## src/rtl/dmem_arb_pkg.sv

```systemverilog
// dmem_arb_pkg: shared types and constants for the data-memory arbiter (optional DMEM_ARB_RR_EN)
package dmem_arb_pkg;

    typedef enum logic [1:0] {IDLE, ACCESS, RESP} state_e;
    typedef enum logic {OWN_CPU, OWN_DBG} owner_e;

    localparam int WORD_BYTES = 4;
    localparam int OFS_W      = $clog2(WORD_BYTES);

`ifdef DMEM_ARB_RR_EN
    localparam bit RR_EN = 1'b1;
`else
    localparam bit RR_EN = 1'b0;
`endif

endpackage

```

## src/rtl/dmem_arb_pick.sv

```systemverilog
// dmem_arb_pick: combinational winner selection, round-robin ties when DMEM_ARB_RR_EN is defined
module dmem_arb_pick
    import dmem_arb_pkg::*;
(
    input  logic   cpu_req,
    input  logic   dbg_req,
    input  owner_e last_owner,
    output owner_e winner
);

    owner_e tie_winner;

    // On a tie round-robin hands the grant to whoever did not win last; fixed priority always picks cpu
    always_comb begin
        tie_winner = (RR_EN && last_owner == OWN_CPU) ? OWN_DBG : OWN_CPU;
        winner     = (cpu_req && dbg_req) ? tie_winner : (cpu_req ? OWN_CPU : OWN_DBG);
    end

endmodule

```

## src/rtl/dmem_arbiter.sv

```systemverilog
// dmem_arbiter: two-requester word arbiter for a small data memory, one access per 3 cycles (DMEM_ARB_RR_EN selects round-robin ties)
module dmem_arbiter
    import dmem_arb_pkg::*;
#(
    parameter int ADDR_W = 5,
    parameter int DATA_W = 32
) (
    input  logic                clk,
    input  logic                rst_n,
    input  logic                cpu_req,
    input  logic                cpu_we,
    input  logic [ADDR_W-1:0]   cpu_addr,
    input  logic [DATA_W-1:0]   cpu_wdata,
    input  logic                dbg_req,
    input  logic                dbg_we,
    input  logic [ADDR_W-1:0]   dbg_addr,
    input  logic [DATA_W-1:0]   dbg_wdata,
    output logic                cpu_gnt,
    output logic                cpu_done,
    output logic                cpu_err,
    output logic [DATA_W-1:0]   cpu_rdata,
    output logic                dbg_gnt,
    output logic                dbg_done,
    output logic                dbg_err,
    output logic [DATA_W-1:0]   dbg_rdata,
    output logic                mem_en,
    output logic                mem_we,
    output logic [ADDR_W-3:0]   mem_addr,
    output logic [DATA_W-1:0]   mem_wdata,
    input  logic [DATA_W-1:0]   mem_rdata
);

    state_e              state_q, state_d;
    owner_e              owner_q, owner_d;
    owner_e              last_owner_q, last_owner_d;
    owner_e              winner;
    logic                we_q, we_d;
    logic [ADDR_W-1:0]   addr_q, addr_d;
    logic [DATA_W-1:0]   wdata_q, wdata_d;
    logic [DATA_W-1:0]   cpu_rdata_q, cpu_rdata_d;
    logic [DATA_W-1:0]   dbg_rdata_q, dbg_rdata_d;
    logic                misaligned;

    assign misaligned = addr_q[OFS_W-1:0] != '0;

    dmem_arb_pick u_pick (
        .cpu_req    (cpu_req),
        .dbg_req    (dbg_req),
        .last_owner (last_owner_q),
        .winner     (winner)
    );

    // State and latched-request registers; reset abandons any access in flight
    always_ff @(posedge clk or negedge rst_n) begin
        if (!rst_n) begin
            state_q      <= IDLE;
            owner_q      <= OWN_DBG;
            last_owner_q <= OWN_DBG;
            we_q         <= 1'b0;
            addr_q       <= '0;
            wdata_q      <= '0;
            cpu_rdata_q  <= '0;
            dbg_rdata_q  <= '0;
        end else begin
            state_q      <= state_d;
            owner_q      <= owner_d;
            last_owner_q <= last_owner_d;
            we_q         <= we_d;
            addr_q       <= addr_d;
            wdata_q      <= wdata_d;
            cpu_rdata_q  <= cpu_rdata_d;
            dbg_rdata_q  <= dbg_rdata_d;
        end
    end

    // Next state: grant and latch in IDLE, one memory cycle in ACCESS, capture read data in RESP
    always_comb begin
        state_d      = state_q;
        owner_d      = owner_q;
        last_owner_d = last_owner_q;
        we_d         = we_q;
        addr_d       = addr_q;
        wdata_d      = wdata_q;
        cpu_rdata_d  = cpu_rdata_q;
        dbg_rdata_d  = dbg_rdata_q;
        case (state_q)
            IDLE: if (cpu_req || dbg_req) begin
                state_d      = ACCESS;
                owner_d      = winner;
                last_owner_d = winner;
                we_d         = (winner == OWN_CPU) ? cpu_we    : dbg_we;
                addr_d       = (winner == OWN_CPU) ? cpu_addr  : dbg_addr;
                wdata_d      = (winner == OWN_CPU) ? cpu_wdata : dbg_wdata;
            end
            ACCESS: state_d = RESP;
            RESP: begin
                state_d = IDLE;
                if (!we_q && !misaligned) begin
                    if (owner_q == OWN_CPU) cpu_rdata_d = mem_rdata;
                    else                    dbg_rdata_d = mem_rdata;
                end
            end
            default: state_d = IDLE;
        endcase
    end

    // Outputs decoded from state; gnt is also held low while reset is asserted
    always_comb begin
        cpu_gnt   = rst_n && state_q == IDLE && cpu_req && winner == OWN_CPU;
        dbg_gnt   = rst_n && state_q == IDLE && dbg_req && winner == OWN_DBG;
        mem_en    = state_q == ACCESS && !misaligned;
        mem_we    = mem_en && we_q;
        mem_addr  = (state_q == ACCESS) ? addr_q[ADDR_W-1:OFS_W] : '0;
        mem_wdata = (state_q == ACCESS) ? wdata_q : '0;
        cpu_done  = state_q == RESP && owner_q == OWN_CPU;
        dbg_done  = state_q == RESP && owner_q == OWN_DBG;
        cpu_err   = cpu_done && misaligned;
        dbg_err   = dbg_done && misaligned;
        cpu_rdata = cpu_rdata_q;
        dbg_rdata = dbg_rdata_q;
    end

endmodule

```

## config.mk

```make
export PLATFORM = sky130hd
export DESIGN_NAME = dmem_arbiter
export DESIGN_NICKNAME = d
export VERILOG_FILES = /design/src/rtl/dmem_arb_pkg.sv /design/src/rtl/dmem_arb_pick.sv /design/src/rtl/dmem_arbiter.sv
export SDC_FILE = /design/constraint.sdc
export NUM_CORES = 1
export LEC_CHECK = 0
export ABC_AREA = 1
export BUFFER_PORTS_ARGS = -buffer_cell sky130_fd_sc_hd__buf_4
export CORE_MARGIN = 4
export CORE_UTILIZATION = 51
export DETAILED_ROUTE_END_ITERATION = 10
export PLACE_DENSITY = 0.92
export SYNTH_ARGS = -nofsm -noshare
export SYNTH_HDL_FRONTEND = slang
export SYNTH_SLANG_ARGS = --single-unit
```

## constraint.sdc

```tcl
create_clock -name clk -period 2.9 [get_ports clk]
set_input_delay 0.87 -clock clk [delete_from_list [all_inputs] [get_ports clk]]
set_output_delay 0.87 -clock clk [all_outputs]
set_load 0.01 [all_outputs]
```

==> metrics <==
top-count cell post-synth=nand2_1; synthesized area per cell=between 7 and 8 sq um; M3 GR Usage=approximately 5.4%; htree depth=3; HP Class=reg2reg; # IOs=approximately 220; Initial Util=between 50 and 60%; Setup crit end kind=output port; Yosys reg bits=105; post-route ant nets=0; RSZ-0062 raised after global routing=false; die width=106 microns; Root Driver=clkbuf_8; clock transition at the registers of the reported paths=around 0.09 ns; Netlist cell types=17; Post-synth top cells=nand2_1, dfrtp_1, inv_1, nor2_1, nand3_1; TritonRoute pass-1 iters=4; sequential area share after synthesis=around 54%; WL/cell=13.4 microns; die area=0.0112 sq mm; TritonCTS Buffers=9; worst-case headroom to the max-slew limit=~48%; Util after Layout=73.2%; asr flop ratio synth=100%; Routed WL=about 13000 microns; worst-path fanout max=26; Power, Total=between 6 and 7 mW; port buffer count=approximately 220; global route overflow=0; Die Y=approximately 110 microns; Fmax=~380 MHz; drc violations=0; Top delay family on crit path=buffers and inverters; Detailed Place HPWL=between 9000 and 10000 microns; fillers=~730; critical path, cell by cell=inv_1 -> nand2_1 -> buf_4 -> nor2_1 -> buf_4; Synthesized Nets=between 700 and 800; Total Routing Usage GR=between 20 and 25%; final setup vio count=0; share of layout cells above drive strength 1=28.9%; crit start category=flip-flop; drt via density=4.76; maximum vdd drop=around 0.62 mV; Multi-input gate area=~0.0019 sq mm; Yosys top cell area share=between 50% and 60%; top cells by area, synth=dfrtp_1, nand2_1, nand3_1; Sink Count=between 100 and 150; most used cell, CP=buf_4; Crit-path slowest cell=dfrtp_1; Placer Congestion=0.895; layout net count=a little under 1000; ant diodes=0; via count=between 4000 and 5000; TNS Setup=0 ns; buffers plus inverters on the worst setup path=3; vias in the first global route=approximately 4600; first-pass GRT wire length=about 22000 microns; met2 track demand over resource=39.9%; Worst Skew=between 0.01 and 0.015 ns; Arrival @ worst endpoint=1.76 ns; Slowest Stage Delay on Critical Path=0.41 ns; cts hold-fix bufs=0; Post-Synthesis Cells=approximately 660; dpl ws=just over 0.6 ns; Placement Rows=35; Max-Cap Viols=0; met1 Use GR=31.9%; Final Critical Period=roughly 2.6 ns; Syn-to-layout area delta=39.1%; Core Area=a little over 0.009 sq mm; Post-synth top flop=dfrtp_1; setup bufs post-CTS=0; area leader, netlist=dfrtp_1; Yosys warning total=0; status=finished, final reports clean; Longest Clk Path Bufs=2; Setup CP Type=reg2out; worst-skew pair later-pin latency=between 0.3 and 0.4 ns; fin. max-slew vios=0; pin count of the biggest net entering global routing=61; TritonCTS clock tree=yes; Worst-Margin Slew=~0.78 ns; EDFF count, synth=0; PD cells=between 900 and 1000 mW/mm^2; final hold violations=0; busiest layer in global routing=met2; Worst EP required=just over 2 ns; DRT iter0 DRCs=approximately 200; final period utilization=between 90 and 100%; initial antenna violation count=0; Post-CTS Resized=0; Seq. cell area=between 0.002 and 0.003 sq mm; Final WS setup=between 0.2 and 0.3 ns; worst hold margin=0.477 ns; Leak=between 3 and 4 nW; synthesized cell area=0.00486 sq mm
worst register-to-register path: stages (launching register included):
cell     delay [ns]
dfrtp_1        0.40
inv_1          0.08
nand2_1        0.13
nor2_4         0.16
buf_4          0.36
nand2_1        0.13
buf_4          0.26
nand2_1        0.11
nand2_1        0.05
cells by family (layout without fill, tap and decap cells):
group                  Yosys count  in the layout  share of synthesized area, %
AND/OR/NAND/NOR                476            476                          38.1
flip-flops                     105            105                          54.1
buffers and inverters           80            287                          7.54
AO/OA/AOI/OAI                    2              2                         0.283
sequential cells by signal, summed over array words and instances, names as in the netlist:
signal / cells
addr_q: 5
wdata_q: 32
we_q: 1
cpu_rdata: 32
owner_q: 1
state_q: 2
dbg_rdata: 32
area by class of cell:
class,count,share of cell area [%]
multi-input combinational,478,27.6
sequential,105,38.9
tap,129,2.39
inverter,44,2.44
timing repair buffer,228,25.3
clock inverter,2,0.888
clock buffer,13,2.50
final timing paths:
kind	from	endpoint	slack [ns]	depth (start not counted)
max	state_q[1]	mem_wdata[21]	0.27	5
min	dbg_rdata[25]	dbg_rdata[25]	0.48	2
max reg2reg	state_q[0]	cpu_rdata[24]	1.12	8
min reg2reg	dbg_rdata[25]	dbg_rdata[25]	0.48	2
max in group asynchronous	rst_n	dbg_rdata[3]	1.12	3
min in group asynchronous	rst_n	wdata_q[3]	0.62	2
power breakdown:
part / internal [mW] / switching [mW] / leakage, nW
sequential: 2.20 / 0.434 / 1.26
clock: 0.554 / 0.458 / 0.116
combinational: 1.35 / 1.74 / 2.58
total: 4.11 / 2.63 / 3.95
cells in the final DEF (no fill, tap or decap):
cell	n
buf_4	228
bufinv_16	2
clkbuf_1	1
clkbuf_8	12
dfrtp_1	104
dfstp_2	1
inv_1	41
inv_2	3
nand2_1	396
nand3_1	33
nor2_1	40
nor2_2	2
nor2_4	2
nor3_1	2
nor3b_1	1
o21ai_0	1
o21ai_2	1
metrics by stage:
| step | cell area, sq um | instances |
|---|---|---|
| 2_1_floorplan | 4860 | 663 |
| 3_3_place_gp | 6540 | 984 |
| 3_5_place_dp | 6540 | 984 |
| 4_1_cts | 6760 | 999 |
| 5_1_grt | 6760 | 999 |
| 6_report | 6760 | 999 |
routing by layer:
metal / wire length, microns / vias up / part of all wire [%]
met5: 0 / - / 0
met1: 5740 / 2186 / 43
met2: 6480 / 179 / 48
met4: 219 / 0 / 1.6
li1: - / 2369 / -
met3: 939 / 18 / 7.0
(Power assumes the default switching activity.)
